**src/rtl/hex_display_arbiter.sv**
```systemverilog
// hex_display_arbiter: round-robin time-sharing of one 4-digit hex display with a minimum dwell per grant.
// Optional owner tag on values[15:12] enabled by defining HEX_ARB_OWNER_TAG_EN.
module hex_display_arbiter #(
  parameter int NUM_REQ = 4,
  parameter int DWELL_CYCLES = 25_000_000,
  parameter logic [15:0] IDLE_VALUE = 16'h0000
) (
  input  logic                  clk,
  input  logic                  rst,
  input  logic [NUM_REQ-1:0]    req,
  input  logic [16*NUM_REQ-1:0] data,
  output logic [15:0]           values,
  output logic [NUM_REQ-1:0]    grant,
  output logic [2:0]            owner,
  output logic                  busy
);
  localparam int CW = DWELL_CYCLES > 1 ? $clog2(DWELL_CYCLES) : 1;
  localparam logic [CW-1:0] RELOAD = CW'(DWELL_CYCLES - 1);
  typedef enum logic {IDLE, DWELL} state_t;
  state_t state;
  logic [2:0] ptr;
  logic [CW-1:0] cnt;
  logic sel_found, hand_found, owner_req;
  logic [2:0] sel_idx, hand_idx;
  logic [15:0] sel_data, hand_data, owner_data;
  logic [15:0] sel_show, hand_show, live_show;
  function automatic logic [2:0] wrap(input logic [2:0] base, input int k);
    logic [3:0] s;
    s = {1'b0, base} + 4'(k);
    return (s >= 4'(NUM_REQ)) ? 3'(s - 4'(NUM_REQ)) : s[2:0];
  endfunction
  function automatic logic [2:0] next_ptr(input logic [2:0] o);
    return (o == 3'(NUM_REQ - 1)) ? 3'd0 : o + 3'd1;
  endfunction
  function automatic logic [NUM_REQ-1:0] one_hot(input logic [2:0] o);
    return {{(NUM_REQ-1){1'b0}}, 1'b1} << o;
  endfunction
  // Search order: from ptr for a fresh grant, from owner+1 (owner excluded) for handover.
  always_comb begin
    sel_found = 1'b0;
    sel_idx = 3'd0;
    hand_found = 1'b0;
    hand_idx = 3'd0;
    for (int k = 0; k < NUM_REQ; k++)
      for (int i = 0; i < NUM_REQ; i++) begin
        if (!sel_found && req[i] && 3'(i) == wrap(ptr, k)) begin
          sel_found = 1'b1;
          sel_idx = 3'(i);
        end
        if (k > 0 && !hand_found && req[i] && 3'(i) == wrap(owner, k)) begin
          hand_found = 1'b1;
          hand_idx = 3'(i);
        end
      end
  end
  always_comb begin
    owner_req = 1'b0;
    owner_data = '0;
    sel_data = '0;
    hand_data = '0;
    for (int i = 0; i < NUM_REQ; i++) begin
      if (3'(i) == owner) begin
        owner_req = req[i];
        owner_data = data[16*i +: 16];
      end
      if (3'(i) == sel_idx) sel_data = data[16*i +: 16];
      if (3'(i) == hand_idx) hand_data = data[16*i +: 16];
    end
  end
  always_comb begin
    sel_show = sel_data;
    hand_show = hand_data;
    live_show = owner_data;
`ifdef HEX_ARB_OWNER_TAG_EN
    sel_show[15:12] = {1'b0, sel_idx};
    hand_show[15:12] = {1'b0, hand_idx};
    live_show[15:12] = {1'b0, owner};
`endif
  end
  always_ff @(posedge clk) begin
    if (rst) begin
      state <= IDLE;
      grant <= '0;
      owner <= 3'd0;
      busy <= 1'b0;
      values <= IDLE_VALUE;
      ptr <= 3'd0;
      cnt <= '0;
    end else if (state == IDLE) begin
      if (sel_found) begin
        state <= DWELL;
        grant <= one_hot(sel_idx);
        owner <= sel_idx;
        busy <= 1'b1;
        values <= sel_show;
        ptr <= next_ptr(sel_idx);
        cnt <= RELOAD;
      end
    end else if (cnt != '0) begin
      cnt <= cnt - 1'b1;
      if (owner_req) values <= live_show;
    end else if (hand_found) begin
      grant <= one_hot(hand_idx);
      owner <= hand_idx;
      values <= hand_show;
      ptr <= next_ptr(hand_idx);
      cnt <= RELOAD;
    end else if (owner_req) begin
      values <= live_show;
      cnt <= RELOAD;
    end else begin
      state <= IDLE;
      grant <= '0;
      owner <= 3'd0;
      busy <= 1'b0;
      values <= IDLE_VALUE;
    end
  end
endmodule

```
**config.mk**
```make
export PLATFORM = sky130hd
export DESIGN_NAME = hex_display_arbiter
export DESIGN_NICKNAME = d
export VERILOG_FILES = /design/src/rtl/hex_display_arbiter.sv
export SDC_FILE = /design/constraint.sdc
export NUM_CORES = 1
export LEC_CHECK = 0
export ABC_AREA = 1
export BUFFER_PORTS_ARGS = -buffer_cell sky130_fd_sc_hd__buf_2
export CAP_MARGIN = 20
export CORE_MARGIN = 2
export CORE_UTILIZATION = 55
export DETAILED_ROUTE_END_ITERATION = 7
export PLACE_DENSITY_LB_ADDON = 0.2
export SYNTH_ARGS = -nofsm -noshare
export SYNTH_HDL_FRONTEND = slang
export SYNTH_SLANG_ARGS = --single-unit
```
**constraint.sdc**
```tcl
create_clock -name clk -period 3.7 [get_ports clk]
set_input_delay 0.555 -clock clk [delete_from_list [all_inputs] [get_ports clk]]
set_output_delay 0.555 -clock clk [all_outputs]
set_load 0.05 [all_outputs]
```
==> impl_metrics.yaml, run 1 <==
layout:
  fin_area_um2: 5570
  area_delta_synth_final_pct: 13.6
  final_cell_mix: "nand2_1 (151), inv_1 (105), buf_2 (92), nor2_1 (81), o21ai_0 (78)"
  drive_gt1_share_pct: 18.4
  final_common_cell: "nand2_1"
  antenna_cells: 0
  nNetsFinal: 978
  final_cells: 1008
route:
  drc: 0
  dr.pass1.iters: 5
  ant_nets: 0
  vias: 6180
  drtIter0Drc: 505
  wl_per_cell_um: 17.0
  via_per_inst: 6.13
  routed_wl_um: 17200
die:
  dieArea_um2: 9680
  row_count: 34
  coreArea_um2: 8680
  ioPinCount: 94
  fp.dieW_um: 98.4
  initial_core_util_pct: 56.5
  die_y_um: 98.4
global_route:
  use_met3_pct: 4.08
  grt_first_pass_wirelength_um: 28000
  grt_usage_pct: 34.9
  met1_usage_pct: 44.3
  grt_max_degree: 27
  grtUsageMet2_pct: 59.5
  grt_most_used_layer: "met2"
  antenna_found_initial: 0
  overflow: 0
  grt_pass1_vias: 5954
timing:
  fin_tns_setup_ns: 0
  period_share_pct: 91.9
  period_minus_slack_ns: 3.40
  grt_setup_unrepaired: "no"
  finClkSkew_ns: 0.00840
  slew_headroom_pct: 45.8
  tightest_slew_ns: 0.809
  fmax_mhz: 294
  final-hold-violation-count: 0
  timing.hold.ws_ns: 0.470
  setup_violations: 0
  drv_slew: 0
logic_synthesis:
  synth_largest_area_cell: "dfxtp_1"
  synth_top_area_share_pct: 20.8
  synth_xor_xnor_area_share_pct: 1.43
  yosysSeqAreaShare_pct: 20.8
  synthesis.instances: 819
  synthFlopType: "dfxtp_1"
  synth-compound-area-share_pct: 29.3
  synth_top_family_by_area: "simple AND/OR/NAND/NOR gates"
  yosys.area_share.adder_pct: 2.30
  synthTopCellsByArea: "dfxtp_1 (21%), nand2_1 (12%), inv_1 (8.0%), o21ai_0 (8.0%), nor2_1 (6.4%)"
  ys_ff_latch: 51
  synth_edf_count: 0
  synth.avg_cell_area_um2: 5.98
  synth_warnings: 0
  syn-num-nets: 898
  ys_async_sr_fraction_pct: 0
  muxShareOfSynthArea_pct: 0
  syn-cell-area_um2: 4900
  synthSimpleGateAreaFrac_pct: 32.5
  ys_types: 46
place:
  dp_cells: 1000
  port_buffers: 92
  placedInstanceArea_um2: 5460
  routabilityCongestion: 0.981
  dp_hpwl_um: 12900
critical_path:
  start_kind: "flip-flop"
  worst_ep_arrival_time_ns: 3.60
  crit_buf_inv: 4
  crit_fanout: 14
  worstPathCellList: "nand2_1 -> o22ai_1 -> nor2_2 -> nand4_2 -> nor2_4 -> nand4_4 -> inv_1 -> nand2_1 -> nand3_1 -> inv_1 -> ha_1 -> clkinv_1 -> nand2_1 -> buf_4 -> o221ai_1 -> o21ai_0 -> nand2_1 -> o21ai_0 -> nand2_1 -> nand3_1 -> nand3_1 -> nor2_1 -> nor2_1"
  endpoint_kind: "flip-flop"
  cpLargestDelayFamily: "simple AND/OR/NAND/NOR gates"
  slowest_delay_ns: 0.48
  crit_type: "reg2reg"
  cp_common_cell: "nand2_1"
  crit_slowest_cell: "dfxtp_2"
  crit_required_ns: 3.90
clock_network:
  htreeDepth: 2
  tritoncts: "yes"
  numClockSinks: 51
  cts_made_buffers: 5
  cts_buffer_depth: 2
  insertion_delay_ns: 0.31
  root_buffer: "clkbuf_8"
  clkTransAtPathRegs_ns: 0.09
pwr:
  p_per_area_nw_per_um2: 849
  p_leak_nw: 2.69
  vdd_drop_max_uv: 452
status:
  status: "finished clean"
run:
  drv_cap: 0
worst_hold_path:
  hp-class: "reg2reg"
-- sequential cells by signal, indices dropped and copies added (netlist names) --
signal	flops
cnt	25
values	16
grant	4
owner	2
ptr	2
busy	1
state	1
-- routing by layer --
layer / up-vias / part of all wire [%] / wire length (µm)
li1: 2955 / - / -
met1: 2806 / 41 / 7000
met2: 360 / 47 / 7990
met3: 59 / 8.9 / 1540
met4: 0 / 3.8 / 650
met5: - / 0 / 0
-- power by group --
part,internal [mW],switching (mW)
sequential,0.710,0.160
clock,0.154,0.190
combinational,1.18,2.33
total,2.04,2.68
-- per-stage QoR --
| step | util, % | setup slack [ns] | power (mW) |
|---|---|---|---|
| floorplan | - | 0.309 | 3.40 |
| global placement | 62.9 | 0.0732 | 4.23 |
| detailed placement | 62.9 | -0.119 | 4.29 |
| CTS | 64.0 | 0.0653 | 4.64 |
| global route | 64.2 | 0.000351 | 5.10 |
| finish | 64.2 | 0.300 | 4.73 |
-- what timing repair did --
| action | 4_1_cts | 5_1_grt |
|---|---|---|
| hold buffers | 0 | 0 |
| setup endpoints to repair | 0 | 16 |
| gates resized for setup | 0 | 5 |
| buffers inserted | 0 | 0 |
-- Yosys cell counts, types with 10 or more instances --
| master | count |
|---|---|
| inv_2 | 11 |
| nand2_1 | 151 |
| o22ai_1 | 20 |
| o21ai_1 | 28 |
| nor3_1 | 17 |
| clkbuf_1 | 27 |
| nor2_1 | 83 |
| a221oi_1 | 19 |
| a21oi_1 | 49 |
| or2_2 | 10 |
| nand3_1 | 60 |
| inv_1 | 105 |
| dfxtp_1 | 51 |
| o221ai_1 | 22 |
| o21ai_0 | 78 |
-- final timing paths --
kind	from	endpoint	slack (ns)	cells past startpoint
worst max-delay path	owner[0]	values[10]	0.30	23
worst min-delay path	grant[0]	grant[0]	0.47	2
worst min register to register	grant[0]	grant[0]	0.47	2
worst max register to register	owner[0]	values[10]	0.30	23
-- cell families (layout without fill, tap and decap cells) --
kind of cell | count (synthesis) | after routing
DFF | 51 | 51
buffers and inverters | 160 | 241
AOI/OAI and AO/OA | 237 | 237
xor gates and xnor gates | 8 | 8
and+or+nand+nor | 353 | 353
other | 1 | 1
adders and majority gates | 9 | 9
-- worst register-to-register path, delay by kind of cell (launching register included) --
kind | cells | cell delay, ns
AOI/OAI and AO/OA | 4 | 0.60
DFF | 1 | 0.48
and+or+nand+nor | 14 | 1.49
adders and majority gates | 1 | 0.18
buffers and inverters | 4 | 0.55
-- final cells by class --
class	count	area, µm²
Fill cell	874	3110
Inverter	117	439
Multi-Input combinational cell	608	3220
Clock buffer	7	86.3
Tap cell	108	135
Timing Repair Buffer	116	653
Sequential cell	51	1020
Clock inverter	1	8.76
(Power assumes the default switching activity.)
==> run 2, diff against run 1 <==
--- a/config.mk
+++ b/config.mk
@@ -5,11 +5,11 @@
 export SDC_FILE = /design/constraint.sdc
 export NUM_CORES = 1
 export LEC_CHECK = 0
-export ABC_AREA = 1
 export BUFFER_PORTS_ARGS = -buffer_cell sky130_fd_sc_hd__buf_2
 export CAP_MARGIN = 20
 export CORE_MARGIN = 2
 export CORE_UTILIZATION = 55
+export CTS_CLUSTER_SIZE = 25
 export DETAILED_ROUTE_END_ITERATION = 7
 export PLACE_DENSITY_LB_ADDON = 0.2
 export SYNTH_ARGS = -nofsm -noshare
==> impl_metrics.yaml, run 2 <==
clock_network:
  cts_buffer_depth: 2
  post_cts_buffers: 0
  insertion_delay_ns: 0.31
  tritoncts: "yes"
  cts_resized: 0
  root_buffer: "clkbuf_8"
  cts_made_buffers: 5
  holdBufCountCts: 0
  numClockSinks: 51
  clkTransAtPathRegs_ns: 0.10
  htreeDepth: 2
global_route:
  grt_first_pass_wirelength_um: 22700
  overflow: 0
  grt_pass1_vias: 4772
  antenna_found_initial: 0
  grt_max_degree: 46
  grt_usage_pct: 31.4
logic_synthesis:
  yosysSeqAreaShare_pct: 22.6
  synth_warnings: 0
  synth-compound-area-share_pct: 37.9
  synthFlopType: "dfxtp_1"
  muxShareOfSynthArea_pct: 10.0
  synth_edf_count: 0
  synth_xor_xnor_area_share_pct: 0.968
  ys_types: 53
  synth_top_family_by_area: "compound AO/OA/AOI/OAI gates"
  synthesis.instances: 603
  synth.most_common_cell: "a21oi_1"
  ys_async_sr_fraction_pct: 0
  syn-cell-area_um2: 4520
  synth_largest_area_cell: "dfxtp_1"
  synth_top_area_share_pct: 22.6
  synthTopCellsByArea: "dfxtp_1 (23%), mux4_2 (8.5%), a21oi_1 (8.1%), o21ai_0 (6.6%), nor2_1 (5.4%)"
  yosys.area_share.adder_pct: 2.49
  synth.avg_cell_area_um2: 7.50
  synthSimpleGateAreaFrac_pct: 17.3
  synthTopCellsByCount: "a21oi_1 (73), nor2_1 (65), o21ai_0 (60)"
  syn-num-nets: 682
  ys_ff_latch: 51
timing:
  final-hold-violation-count: 0
  tightest_slew_ns: 0.934
  drv_slew: 0
  fmax_mhz: 342
  period_minus_slack_ns: 2.92
  slew_headroom_pct: 37.8
  finClkSkew_ns: 0.00607
  period_share_pct: 78.9
  setup_violations: 0
  fin_tns_setup_ns: 0
  grt_setup_unrepaired: "no"
layout:
  drive_gt1_share_pct: 22.6
  multiInputGateArea_um2: 3120
  largest_registers: "cnt x25, values x16, grant x4"
  area_delta_synth_final_pct: 13.1
  fin_area_um2: 5110
  antenna_cells: 0
  final_common_cell: "buf_2"
  final_util_pct: 63.2
  largest_register_ffs: 25
  top_register: "cnt"
  nNetsFinal: 736
  register_area_um2: 1020
  nFillCells: 741
  final_cell_mix: "buf_2 (92), a21oi_1 (73), nor2_1 (65), o21ai_0 (60), dfxtp_1 (51)"
critical_path:
  crit_fanout: 11
  worst_ep_arrival_time_ns: 3.09
  endpoint_kind: "flip-flop"
  crit_required_ns: 3.87
  start_kind: "flip-flop"
  crit_type: "reg2reg"
pwr:
  power.switching_uw: 840
  vdd_drop_max_uv: 186
  power.total_mw: 1.92
  p_int_mw: 1.08
  p_per_area_nw_per_um2: 376
  clkPwrFrac_pct: 18.0
  seq_power_share_pct: 34.4
  p_leak_nw: 2.03
  switching_share_pct: 43.7
  power_frac_comb_pct: 47.6
route:
  via_per_inst: 6.70
  routed_wl_um: 14200
  drc: 0
  ant_nets: 0
  drtIter0Drc: 467
  wl_per_cell_um: 18.7
  vias: 5110
  dr.pass1.iters: 5
worst_hold_path:
  hp-class: "reg2reg"
die:
  ioPinCount: 94
  die_y_um: 94.7
  fp.dieW_um: 94.7
  coreArea_um2: 8090
  row_count: 33
  dieArea_um2: 8960
  initial_core_util_pct: 55.9
place:
  placedInstanceArea_um2: 4990
  dp_hpwl_um: 9220
  routabilityCongestion: 0.937
  port_buffers: 92
run:
  drv_cap: 0
status:
  status: "finished clean"
## run 2: power groups by stage
stage	Sequential [mW]	Clock, mW	Combinational, mW
finish	0.660	0.346	0.915
global route	0.668	0.366	0.998
CTS	0.658	0.351	0.888
detailed placement	0.670	0	0.886
global placement	0.670	0	0.858
floorplan	0.773	0	0.553
## run 2: path summary, 6_finish.rpt
check                start          to  slack, ns  cells after the start
setup / recovery  owner[1]  values[15]       0.78                     13
hold / removal     cnt[24]     cnt[24]       0.48                      1
setup reg to reg  owner[1]  values[15]       0.78                     13
hold reg to reg    cnt[24]     cnt[24]       0.48                      1
## run 2: per-stage QoR
stage	hold slack (ns)	instances	setup slack, ns
floorplan	0.439	603	0.281
global placement	0.461	753	0.403
detailed placement	0.455	753	0.259
CTS	0.475	761	0.468
global route	0.530	763	0.545
finish	0.480	763	0.779
## run 2: per-layer routing
layer	GRT usage, %	share of wire (%)	routed length, µm	vias to the layer above
met3	3.43	9.2	1300	38
li1	-	-	-	2398
met5	0	0	0	-
met1	42.5	42	5960	2366
met2	51.4	47	6660	308
met4	12.0	2.3	327	0
## run 2: final cells by class
type / count / area share [%]
multi-input combinational: 456 / 61.1
sequential: 51 / 20.0
timing repair buffer: 112 / 12.4
tap: 105 / 2.57
inverter: 31 / 2.27
clock buffer: 6 / 1.42
clock inverter: 2 / 0.318
## run 2: cells by family (layout without fill, tap and decap cells)
logic type | count (synthesis) | after routing
compound gates | 257 | 257
simple gates | 160 | 160
buf+inv | 96 | 151
flops | 51 | 51
mux | 24 | 24
fa+ha+maj | 9 | 9
xor+xnor | 5 | 5
other cells | 1 | 1
## run 2: critical path, stage by stage (launching register included)
cell and delay (ns):
dfxtp_1 0.54, mux2i_1 0.23, nor2_1 0.06, nor3_1 0.25, inv_1 0.10, ha_1 0.22
nor2b_1 0.19, buf_6 0.17, buf_4 0.15, a221o_1 0.30, a22oi_1 0.18, nor2_1 0.07
a311oi_1 0.26, a211oi_1 0.07
==> run 3, diff against run 2 <==
==> constraint.sdc (replaced) <==
create_clock -name clk -period 2.8 [get_ports clk]
set_input_delay 0.42 -clock clk [delete_from_list [all_inputs] [get_ports clk]]
set_output_delay 0.42 -clock clk [all_outputs]
set_load 0.05 [all_outputs]
==> impl_metrics.yaml, run 3 (same netlist as run 2, synthesis figures left out) <==
die:
  fp.dieW_um: 94.7
  dieArea_um2: 8960
  coreArea_um2: 8090
  ioPinCount: 94
  row_count: 33
  initial_core_util_pct: 55.9
  die_y_um: 94.7
pwr:
  power.switching_mw: 1.14
  power_frac_comb_pct: 48.1
  clkPwrFrac_pct: 18.7
  power.total_mw: 2.62
  p_int_mw: 1.48
  switching_share_pct: 43.4
  seq_power_share_pct: 33.3
  vdd_drop_max_uv: 277
  p_leak_nw: 2.12
  p_per_area_nw_per_um2: 495
global_route:
  grt_usage_pct: 31.3
  overflow: 0
  grt_first_pass_wirelength_um: 22700
  grt_pass1_vias: 4925
  antenna_found_initial: 0
  grt_max_degree: 37
timing:
  slew_headroom_pct: 56.9
  period_minus_slack_ns: 2.54
  final-hold-violation-count: 0
  setup_violations: 0
  grt_setup_unrepaired: "no"
  finClkSkew_ns: 0.00660
  period_share_pct: 90.7
  tightest_slew_ns: 0.645
  drv_slew: 0
  fmax_mhz: 394
route:
  wl_per_cell_um: 18.3
  dr.pass1.iters: 5
  drtIter0Drc: 427
  ant_nets: 0
  routed_wl_um: 14100
  drc: 0
  via_per_inst: 6.76
  vias: 5234
worst_hold_path:
  hp-class: "reg2reg"
  min_path_cells: 1
layout:
  nFillCells: 747
  drive_gt1_share_pct: 24.7
  largest_registers: "cnt x25, values x16, grant x4"
  final_cell_mix: "buf_2 (92), a21oi_1 (73), nor2_1 (65), o21ai_0 (60), dfxtp_1 (49)"
  nNetsFinal: 747
  area_delta_synth_final_pct: 16.9
  final_common_cell: "buf_2"
  antenna_cells: 0
  largest_register_ffs: 25
  final_util_pct: 65.3
  top_register: "cnt"
place:
  dp_hpwl_um: 9730
  port_buffers: 92
  routabilityCongestion: 0.914
clock_network:
  htreeDepth: 2
  holdBufCountCts: 0
  insertion_delay_ns: 0.32
  numClockSinks: 51
  root_buffer: "clkbuf_8"
  tritoncts: "yes"
  cts_buffer_depth: 2
  cts_made_buffers: 5
  post_cts_buffers: 0
  clkTransAtPathRegs_ns: 0.11
critical_path:
  start_kind: "flip-flop"
  crit_required_ns: 3.00
  endpoint_kind: "flip-flop"
  crit_fanout: 30
  r2r_cells: 12
  crit_type: "reg2reg"
  worst_ep_arrival_time_ns: 2.74
run:
  drv_cap: 0
status:
  status: "finished clean"
==> run 3: changes by cell type in the layout (fill, tap and decap cells not counted), moves of 2 or more <==
cell | previous run | this run
buf_12 | 0 | 7
dfxtp_1 | 51 | 49
buf_4 | 18 | 24
dfxtp_4 | 0 | 2
==> run 3: final timing paths <==
check | slack (ns) | startpoint | to
max | 0.26 | ptr[1] | values[4]
min | 0.50 | cnt[24] | cnt[24]
max reg2reg | 0.26 | ptr[1] | values[4]
min reg2reg | 0.50 | cnt[24] | cnt[24]
==> run 3: layout make-up <==
cell class	instances	area, µm²	share of cell area (%)
inverter	31	116	2.20
clock buffer	5	68.8	1.30
sequential	51	1030	19.5
tap	105	131	2.48
clock inverter	3	26.3	0.497
multi-input combinational	456	3140	59.3
timing repair buffer	123	781	14.8
==> run 3: routing by layer <==
| layer | part of all wire (%) | up-vias | track usage, % | wire (µm) |
|---|---|---|---|---|
| li1 | - | 2418 | - | - |
| met4 | 2.3 | 0 | 14.4 | 323 |
| met3 | 8.6 | 39 | 3.75 | 1220 |
| met2 | 48 | 296 | 52.3 | 6850 |
| met1 | 41 | 2481 | 40.5 | 5750 |
| met5 | 0 | - | 0 | 0 |
==> run 3: timing repair <==
action,4_1_cts,5_1_grt
endpoints found under the hold margin,0,0
endpoints found under the setup margin,0,15
resized for setup,0,1
==> run 3: power groups by stage <==
| stage | registers [mW] | logic [mW] | clock network, mW |
|---|---|---|---|
| 5_1_grt | 0.881 | 1.37 | 0.521 |
| 6_report | 0.870 | 1.26 | 0.488 |
| 4_1_cts | 0.869 | 1.24 | 0.494 |
| 3_5_place_dp | 0.884 | 1.24 | 0 |
| 3_3_place_gp | 0.883 | 1.20 | 0 |
| 2_1_floorplan | 1.02 | 0.735 | 0 |
==> run 3: worst max-delay path: stages, from the launching register on <==
cell,delay [ns]
dfxtp_1,0.34
buf_4,0.16
a21oi_1,0.12
o21ai_0,0.10
a21oi_1,0.32
buf_4,0.19
ha_1,0.28
buf_12,0.21
a21oi_1,0.05
a221oi_1,0.28
o21ai_0,0.14
o21ai_0,0.12
a211oi_1,0.10
==> run 3: per-stage QoR <==
stage          area (µm²)  TNS, ns  cells  worst slack [ns]  hold slack (ns)
6_report             5290        0    774             0.262            0.500
5_1_grt              5290        0    774            0.0378            0.514
4_1_cts              5280        0    774             0.116            0.503
3_5_place_dp         5190   -0.633    766           -0.0635            0.475
3_3_place_gp         5190        0    766            0.0880            0.460
2_1_floorplan        4540        0    603            0.0324            0.439
